--- src/rtl/ac_table_loader_if.sv ---
// Record-stream, RAM-write and status bundle between a host and ac_table_loader.
// The host drives START and the IN_* record fields; the loader drives everything else.
interface ac_table_loader_if;
    logic        START;
    logic        IN_VALID;
    logic        IN_READY;
    logic        IN_KIND;
    logic [7:0]  IN_STATE;
    logic [3:0]  IN_CHARA;
    logic [7:0]  IN_NEXT;
    logic        IN_LAST;
    logic        GOTO_WE;
    logic [11:0] GOTO_WADDR;
    logic [7:0]  GOTO_WDATA;
    logic        FAIL_WE;
    logic [11:0] FAIL_WADDR;
    logic [7:0]  FAIL_WDATA;
    logic        BUSY;
    logic        DONE;
    logic        ERR;
    logic [12:0] GOTO_CNT;
    logic [8:0]  FAIL_CNT;

    modport master (
        output START, IN_VALID, IN_KIND, IN_STATE, IN_CHARA, IN_NEXT, IN_LAST,
        input  IN_READY, GOTO_WE, GOTO_WADDR, GOTO_WDATA, FAIL_WE, FAIL_WADDR,
               FAIL_WDATA, BUSY, DONE, ERR, GOTO_CNT, FAIL_CNT
    );

    modport slave (
        input  START, IN_VALID, IN_KIND, IN_STATE, IN_CHARA, IN_NEXT, IN_LAST,
        output IN_READY, GOTO_WE, GOTO_WADDR, GOTO_WDATA, FAIL_WE, FAIL_WADDR,
               FAIL_WDATA, BUSY, DONE, ERR, GOTO_CNT, FAIL_CNT
    );
endinterface

--- src/rtl/ac_table_loader.sv ---
// Writes Aho-Corasick goto/failure tables from a record stream, all outputs registered.
// Define AC_LOADER_CLEAR_EN to add the default-fill sweep (CLEAR state) before each load.
module ac_table_loader #(
    parameter logic [7:0] MAX_STATE = 8'd255,
    parameter logic [7:0] NO_TRANS  = 8'hFF
) (
    input logic          CLK,
    input logic          RST,
    ac_table_loader_if.slave bus
);
    typedef enum logic [1:0] {
        S_IDLE  = 2'd0,
        S_LOAD  = 2'd2,
        S_DONE  = 2'd3
`ifdef AC_LOADER_CLEAR_EN
        , S_CLEAR = 2'd1
`endif
    } state_t;

    state_t      state_q, state_d;
    logic        in_ready_q, in_ready_d;
    logic        busy_q, busy_d;
    logic        done_q, done_d;
    logic        err_q, err_d;
    logic        goto_we_q, goto_we_d;
    logic [11:0] goto_waddr_q, goto_waddr_d;
    logic [7:0]  goto_wdata_q, goto_wdata_d;
    logic        fail_we_q, fail_we_d;
    logic [11:0] fail_waddr_q, fail_waddr_d;
    logic [7:0]  fail_wdata_q, fail_wdata_d;
    logic [12:0] goto_cnt_q, goto_cnt_d;
    logic [8:0]  fail_cnt_q, fail_cnt_d;
`ifdef AC_LOADER_CLEAR_EN
    // Bit 12 marks "address 4095 already issued" so the exit cycle comes after the last write.
    logic [12:0] sweep_q, sweep_d;
`else
    logic [7:0]  unused_no_trans;
    assign unused_no_trans = NO_TRANS;
`endif

    // A negative margin (borrow out) means the field exceeds MAX_STATE.
    logic [8:0] st_margin, nx_margin;
    logic       rec_bad;
    assign st_margin = {1'b0, MAX_STATE} - {1'b0, bus.IN_STATE};
    assign nx_margin = {1'b0, MAX_STATE} - {1'b0, bus.IN_NEXT};
    assign rec_bad   = st_margin[8] | nx_margin[8];

    always_comb begin
        state_d      = state_q;
        err_d        = err_q;
        goto_we_d    = 1'b0;
        goto_waddr_d = goto_waddr_q;
        goto_wdata_d = goto_wdata_q;
        fail_we_d    = 1'b0;
        fail_waddr_d = fail_waddr_q;
        fail_wdata_d = fail_wdata_q;
        goto_cnt_d   = goto_cnt_q;
        fail_cnt_d   = fail_cnt_q;
`ifdef AC_LOADER_CLEAR_EN
        sweep_d      = sweep_q;
`endif
        case (state_q)
            S_IDLE, S_DONE: begin
                if (bus.START) begin
                    err_d      = 1'b0;
                    goto_cnt_d = 13'd0;
                    fail_cnt_d = 9'd0;
`ifdef AC_LOADER_CLEAR_EN
                    // Address 0 is issued straight from the START cycle.
                    state_d      = S_CLEAR;
                    goto_we_d    = 1'b1;
                    goto_waddr_d = 12'd0;
                    goto_wdata_d = NO_TRANS;
                    fail_we_d    = 1'b1;
                    fail_waddr_d = 12'd0;
                    fail_wdata_d = 8'h00;
                    sweep_d      = 13'd1;
`else
                    state_d      = S_LOAD;
`endif
                end
            end
`ifdef AC_LOADER_CLEAR_EN
            S_CLEAR: begin
                if (sweep_q[12]) begin
                    state_d = S_LOAD;
                end else begin
                    goto_we_d    = 1'b1;
                    goto_waddr_d = sweep_q[11:0];
                    goto_wdata_d = NO_TRANS;
                    if (sweep_q[11:8] == 4'd0) begin
                        fail_we_d    = 1'b1;
                        fail_waddr_d = {4'b0, sweep_q[7:0]};
                        fail_wdata_d = 8'h00;
                    end
                    sweep_d = sweep_q + 13'd1;
                end
            end
`endif
            S_LOAD: begin
                if (bus.IN_VALID && in_ready_q) begin
                    if (rec_bad) begin
                        err_d = 1'b1;
                    end else if (!bus.IN_KIND) begin
                        goto_we_d    = 1'b1;
                        goto_waddr_d = {bus.IN_STATE, bus.IN_CHARA};
                        goto_wdata_d = bus.IN_NEXT;
                        if (goto_cnt_q != 13'd4096) goto_cnt_d = goto_cnt_q + 13'd1;
                    end else begin
                        fail_we_d    = 1'b1;
                        fail_waddr_d = {4'b0, bus.IN_STATE};
                        fail_wdata_d = bus.IN_NEXT;
                        if (fail_cnt_q != 9'd256) fail_cnt_d = fail_cnt_q + 9'd1;
                    end
                    if (bus.IN_LAST) state_d = S_DONE;
                end
            end
            default: state_d = S_IDLE;
        endcase

        // Status flags follow the next state so they line up with the state register.
        in_ready_d = (state_d == S_LOAD);
        done_d     = (state_d == S_DONE);
        busy_d     = (state_d == S_LOAD);
`ifdef AC_LOADER_CLEAR_EN
        if (state_d == S_CLEAR) busy_d = 1'b1;
`endif
    end

    always_ff @(posedge CLK) begin
        if (RST) begin
            state_q      <= S_IDLE;
            in_ready_q   <= 1'b0;
            busy_q       <= 1'b0;
            done_q       <= 1'b0;
            err_q        <= 1'b0;
            goto_we_q    <= 1'b0;
            goto_waddr_q <= 12'd0;
            goto_wdata_q <= 8'd0;
            fail_we_q    <= 1'b0;
            fail_waddr_q <= 12'd0;
            fail_wdata_q <= 8'd0;
            goto_cnt_q   <= 13'd0;
            fail_cnt_q   <= 9'd0;
`ifdef AC_LOADER_CLEAR_EN
            sweep_q      <= 13'd0;
`endif
        end else begin
            state_q      <= state_d;
            in_ready_q   <= in_ready_d;
            busy_q       <= busy_d;
            done_q       <= done_d;
            err_q        <= err_d;
            goto_we_q    <= goto_we_d;
            goto_waddr_q <= goto_waddr_d;
            goto_wdata_q <= goto_wdata_d;
            fail_we_q    <= fail_we_d;
            fail_waddr_q <= fail_waddr_d;
            fail_wdata_q <= fail_wdata_d;
            goto_cnt_q   <= goto_cnt_d;
            fail_cnt_q   <= fail_cnt_d;
`ifdef AC_LOADER_CLEAR_EN
            sweep_q      <= sweep_d;
`endif
        end
    end

    assign bus.IN_READY   = in_ready_q;
    assign bus.BUSY       = busy_q;
    assign bus.DONE       = done_q;
    assign bus.ERR        = err_q;
    assign bus.GOTO_WE    = goto_we_q;
    assign bus.GOTO_WADDR = goto_waddr_q;
    assign bus.GOTO_WDATA = goto_wdata_q;
    assign bus.FAIL_WE    = fail_we_q;
    assign bus.FAIL_WADDR = fail_waddr_q;
    assign bus.FAIL_WDATA = fail_wdata_q;
    assign bus.GOTO_CNT   = goto_cnt_q;
    assign bus.FAIL_CNT   = fail_cnt_q;
endmodule
--- src/flat_wrapper.sv ---
// flat-port wrapper written by rule: the top's interface ports become plain ports
module ac_table_loader_flat 
#(
    parameter logic [7:0] MAX_STATE = 8'd255,
    parameter logic [7:0] NO_TRANS  = 8'hFF
)
  (CLK, RST, bus_START, bus_IN_VALID, bus_IN_KIND, bus_IN_STATE, bus_IN_CHARA, bus_IN_NEXT, bus_IN_LAST, bus_IN_READY, bus_GOTO_WE, bus_GOTO_WADDR, bus_GOTO_WDATA, bus_FAIL_WE, bus_FAIL_WADDR, bus_FAIL_WDATA, bus_BUSY, bus_DONE, bus_ERR, bus_GOTO_CNT, bus_FAIL_CNT);
  ac_table_loader_if bus_i ();
  input logic CLK;
  input logic RST;
  input wire logic [$bits(bus_i.START)-1:0] bus_START;
  input wire logic [$bits(bus_i.IN_VALID)-1:0] bus_IN_VALID;
  input wire logic [$bits(bus_i.IN_KIND)-1:0] bus_IN_KIND;
  input wire logic [$bits(bus_i.IN_STATE)-1:0] bus_IN_STATE;
  input wire logic [$bits(bus_i.IN_CHARA)-1:0] bus_IN_CHARA;
  input wire logic [$bits(bus_i.IN_NEXT)-1:0] bus_IN_NEXT;
  input wire logic [$bits(bus_i.IN_LAST)-1:0] bus_IN_LAST;
  output wire logic [$bits(bus_i.IN_READY)-1:0] bus_IN_READY;
  output wire logic [$bits(bus_i.GOTO_WE)-1:0] bus_GOTO_WE;
  output wire logic [$bits(bus_i.GOTO_WADDR)-1:0] bus_GOTO_WADDR;
  output wire logic [$bits(bus_i.GOTO_WDATA)-1:0] bus_GOTO_WDATA;
  output wire logic [$bits(bus_i.FAIL_WE)-1:0] bus_FAIL_WE;
  output wire logic [$bits(bus_i.FAIL_WADDR)-1:0] bus_FAIL_WADDR;
  output wire logic [$bits(bus_i.FAIL_WDATA)-1:0] bus_FAIL_WDATA;
  output wire logic [$bits(bus_i.BUSY)-1:0] bus_BUSY;
  output wire logic [$bits(bus_i.DONE)-1:0] bus_DONE;
  output wire logic [$bits(bus_i.ERR)-1:0] bus_ERR;
  output wire logic [$bits(bus_i.GOTO_CNT)-1:0] bus_GOTO_CNT;
  output wire logic [$bits(bus_i.FAIL_CNT)-1:0] bus_FAIL_CNT;
  assign bus_i.START = bus_START;
  assign bus_i.IN_VALID = bus_IN_VALID;
  assign bus_i.IN_KIND = bus_IN_KIND;
  assign bus_i.IN_STATE = bus_IN_STATE;
  assign bus_i.IN_CHARA = bus_IN_CHARA;
  assign bus_i.IN_NEXT = bus_IN_NEXT;
  assign bus_i.IN_LAST = bus_IN_LAST;
  assign bus_IN_READY = bus_i.IN_READY;
  assign bus_GOTO_WE = bus_i.GOTO_WE;
  assign bus_GOTO_WADDR = bus_i.GOTO_WADDR;
  assign bus_GOTO_WDATA = bus_i.GOTO_WDATA;
  assign bus_FAIL_WE = bus_i.FAIL_WE;
  assign bus_FAIL_WADDR = bus_i.FAIL_WADDR;
  assign bus_FAIL_WDATA = bus_i.FAIL_WDATA;
  assign bus_BUSY = bus_i.BUSY;
  assign bus_DONE = bus_i.DONE;
  assign bus_ERR = bus_i.ERR;
  assign bus_GOTO_CNT = bus_i.GOTO_CNT;
  assign bus_FAIL_CNT = bus_i.FAIL_CNT;
  ac_table_loader #(.MAX_STATE(MAX_STATE), .NO_TRANS(NO_TRANS)) u_core (.CLK(CLK), .RST(RST), .bus(bus_i));
endmodule
--- config.mk ---
export PLATFORM = sky130hd
export DESIGN_NAME = ac_table_loader_flat
export DESIGN_NICKNAME = d
export VERILOG_FILES = /design/src/rtl/ac_table_loader_if.sv /design/src/rtl/ac_table_loader.sv /design/src/flat_wrapper.sv
export SDC_FILE = /design/constraint.sdc
export NUM_CORES = 1
export LEC_CHECK = 0
export CAP_MARGIN = 20
export CORE_ASPECT_RATIO = 1.5
export CORE_MARGIN = 4
export CORE_UTILIZATION = 41
export DETAILED_ROUTE_END_ITERATION = 8
export PLACE_DENSITY = 0.85
export SLEW_MARGIN = 0
export SYNTH_ARGS = -nofsm -noshare
export SYNTH_HDL_FRONTEND = slang
export SYNTH_SLANG_ARGS = --single-unit
--- constraint.sdc ---
create_clock -name CLK -period 1.8 [get_ports CLK]
set_input_delay 0.36 -clock CLK [delete_from_list [all_inputs] [get_ports CLK]]
set_output_delay 0.36 -clock CLK [all_outputs]
set_load 0.005 [all_outputs]
==> impl_metrics.toml <==
[timing]
fin_crit_ps = 1750
finClkSkew_ps = 7.77
setup_violations = 0
timing.hold.ws_ps = 454
rsz0062_at_grt = "true"
max_freq_mhz = 570
post-route-worst-setup-slack_ps = 45.9
relSlewSlack = 0.668
finalHoldViolCount = 0
worstMarginPinSlew_ps = 486
slew_violations = 0
fin_crit_sh = 0.975

[global_routing]
grt_overflow = 0
grt_pass1_vias = 2757
grt_pass1_wl_um = 12300
grt_usage = 0.199
grt_max_degree = 26
antenna_found_initial = 0

[power]
switching_share = 0.242
p_leak_uw = 0.00142
p_int_uw = 2100
clkPwrFrac = 0.347
power_density_nw_per_um2 = 673
ir_worst_vdd_mv = 0.502
power_frac_seq = 0.530
switchingPower_uw = 671
p_comb_frac = 0.122

[drt]
drc_errors = 0
routed_wl_um = 7640
drt_iter0_drc = 146
ant_nets = 0
viasPerCell = 5.33
wl_per_cell_um = 14.5
drtPass1Iterations = 4
num_vias = 2816

[finish]
final_common_cell = "clkdlybuf4s50_1"
drive_gt1_frac = 0.119
areaGrowthSynthToFinish_pct = 50.5
fillers = 573
antenna_cells = 0
final_cell_mix = "89 x clkdlybuf4s50_1, 85 x nand2_1, 62 x dfxtp_1"
nets = 483

[setup_path]
slowest_stage = "clkdlybuf4s50_1"
cp.required_ps = 2080
critPathBufInv = 1
crit_path_cell_trace = "clkdlybuf4s50_1, nand3b_1, a211o_4, or4_1, a21oi_1"
cp-start-kind = "input port"
crit_family = "simple AND/OR/NAND/NOR gates"
crit_path_end_kind = "register"
crit_fanout = 9
critPathKind = "in2reg"
slowest_delay_ps = 440
worstPathArrival_ps = 2030

[synthesis]
yosysSeqAreaShare = 0.476
yosys_warnings = 0
synth-seq-cells = 65
netlist_instances = 339
syn_area_um2 = 2740
avgSynthCellArea_um2 = 8.07
synth_cell_types = 37

[floorplan]
fp-row-count = 36
die_h_um = 108
design.portCount = 94
dieArea_um2 = 8070
initial_core_util = 0.422
core_area_um2 = 6490
die_x_um = 74.7

[flow_run]
maxCapViolCount = 0

[clock_tree]
cts_buffer_depth = 2
clkTransAtPathRegs_ps = 70
holdBufCountCts = 0
tritoncts = "yes"
clk_latency_ps = 340
cts_buffers = 9
clock-root-buffer = "clkbuf_8"
numClockSinks = 65
cts_max_level = 3

[hold_path]
hold_path.class = "reg2reg"

[placed_design]
hpwl_um = 5610
finalWeightedCongestion = 0.877
port-buffer-count = 89
dp_slack_ps = -307

[run_status]
status = "finished clean"
-- worst reg2reg max path, cell delays in order (launching register included) --
cell     delay, ps
dfxtp_2        330
inv_2           40
ha_4           230
mux2i_4        220
a211o_4        330
or4_1          400
a21oi_1        130
-- path summary, 6_finish.rpt --
path	start	end	slack, ps	depth (start not counted)
setup / recovery	bus_IN_KIND	u_core.bus.GOTO_CNT[12]	50	5
hold / removal	u_core.bus.GOTO_WADDR[6]	u_core.bus.GOTO_WADDR[6]	450	2
setup reg to reg	u_core.state_q[0]	u_core.bus.GOTO_CNT[12]	50	6
hold reg to reg	u_core.bus.GOTO_WADDR[6]	u_core.bus.GOTO_WADDR[6]	450	2
-- power groups by stage --
stage	Combinational (uW)	Sequential, uW	Clock [uW]
after global placement	307	1500	0
final	338	1470	963
after floorplan	138	1500	0
after global routing	368	1470	1050
after CTS	328	1470	1000
after detailed placement	313	1500	0
-- state kept, by name, summed over array words and instances, names as in the netlist --
signal                 flops
u_core.bus.GOTO_CNT       13
u_core.bus.GOTO_WADDR     12
u_core.bus.FAIL_CNT        9
u_core.bus.FAIL_WADDR      8
u_core.bus.FAIL_WDATA      8
u_core.bus.GOTO_WDATA      8
u_core.state_q             2
u_core.bus.DONE            1
u_core.bus.ERR             1
u_core.bus.FAIL_WE         1
u_core.bus.GOTO_WE         1
u_core.bus.IN_READY        1
-- metal layers --
layer / routed length, um / track usage / share of wire / vias to the layer above
met5: 0 / 0 / 0 / -
met4: 195 / 0.0967 / 0.026 / 0
met3: 427 / 0.0484 / 0.056 / 20
met2: 4140 / 0.357 / 0.54 / 87
met1: 2870 / 0.209 / 0.38 / 1327
li1: - / - / - / 1382
-- cell type report --
type	count	area, um^2	share of cell area
clock inverter	2	10.0	0.00243
clock buffer	10	128	0.0310
tap	76	95.1	0.0231
multi-input combinational	246	1380	0.335
inverter	11	41.3	0.0100
timing repair buffer	118	1160	0.281
sequential	65	1310	0.317
-- timing repair --
item / 4_1_cts / 5_1_grt
pin swaps: 6 / 1
setup buffers: 1 / 0
gates resized for setup: 2 / 12
cloned: 1 / 0
setup endpoints to repair: 6 / 17
-- per-stage QoR --
step / TNS (ps) / instances / utilization / instance area, um^2 / total power, uW
6_report: 0 / 528 / 0.635 / 4120 / 2770
5_1_grt: -6.24 / 528 / 0.635 / 4120 / 2890
4_1_cts: 0 / 528 / 0.628 / 4070 / 2800
3_5_place_dp: -4510 / 514 / 0.603 / 3910 / 1810
3_3_place_gp: -2410 / 514 / 0.603 / 3910 / 1810
2_1_floorplan: 0 / 342 / - / 2770 / 1640
-- kinds of logic (layout without fill, tap and decap cells) --
family,Yosys count,in the layout,share of synthesized area
buf+inv,32,141,0.0522
other cells,1,4,0.00137
fa+ha+maj,6,6,0.0274
simple gates,144,144,0.246
xor+xnor,4,4,0.0128
compound gates,85,85,0.176
flops,65,65,0.476
mux,2,3,0.00915
-- cells in the mapped netlist (all sizes together) --
| cell | count | area share |
|---|---|---|
| nand2 | 85 | 0.12 |
| dfxtp | 65 | 0.48 |
| a21oi | 53 | 0.097 |
| o21ai | 15 | 0.027 |
| clkbuf | 13 | 0.018 |
| inv | 11 | 0.015 |
| nand4 | 9 | 0.021 |
| nor2 | 9 | 0.012 |
| buf | 8 | 0.019 |
| nand3 | 7 | 0.013 |
| or3 | 7 | 0.016 |
| ha | 6 | 0.027 |
| or4 | 6 | 0.016 |
| nor2b | 5 | 0.011 |
| and2 | 4 | 0.0091 |
| xnor2 | 4 | 0.013 |
| a2111oi | 3 | 0.0096 |
| nand2b | 3 | 0.0069 |
| o31ai | 3 | 0.0082 |
| a211o | 2 | 0.0064 |
| a21o | 2 | 0.0055 |
| and3 | 2 | 0.0046 |
| and4 | 2 | 0.0064 |
| nor4 | 2 | 0.0046 |
| o311ai | 2 | 0.0064 |
| o41ai | 2 | 0.0064 |
| a211oi | 1 | 0.0027 |
| a311oi | 1 | 0.0032 |
| conb | 1 | 0.0014 |
| mux2 | 1 | 0.0041 |
| mux2i | 1 | 0.0050 |
| nand3b | 1 | 0.0027 |
| nor3 | 1 | 0.0018 |
| nor4b | 1 | 0.0032 |
| o21a | 1 | 0.0027 |
(Power assumes the default switching activity.)
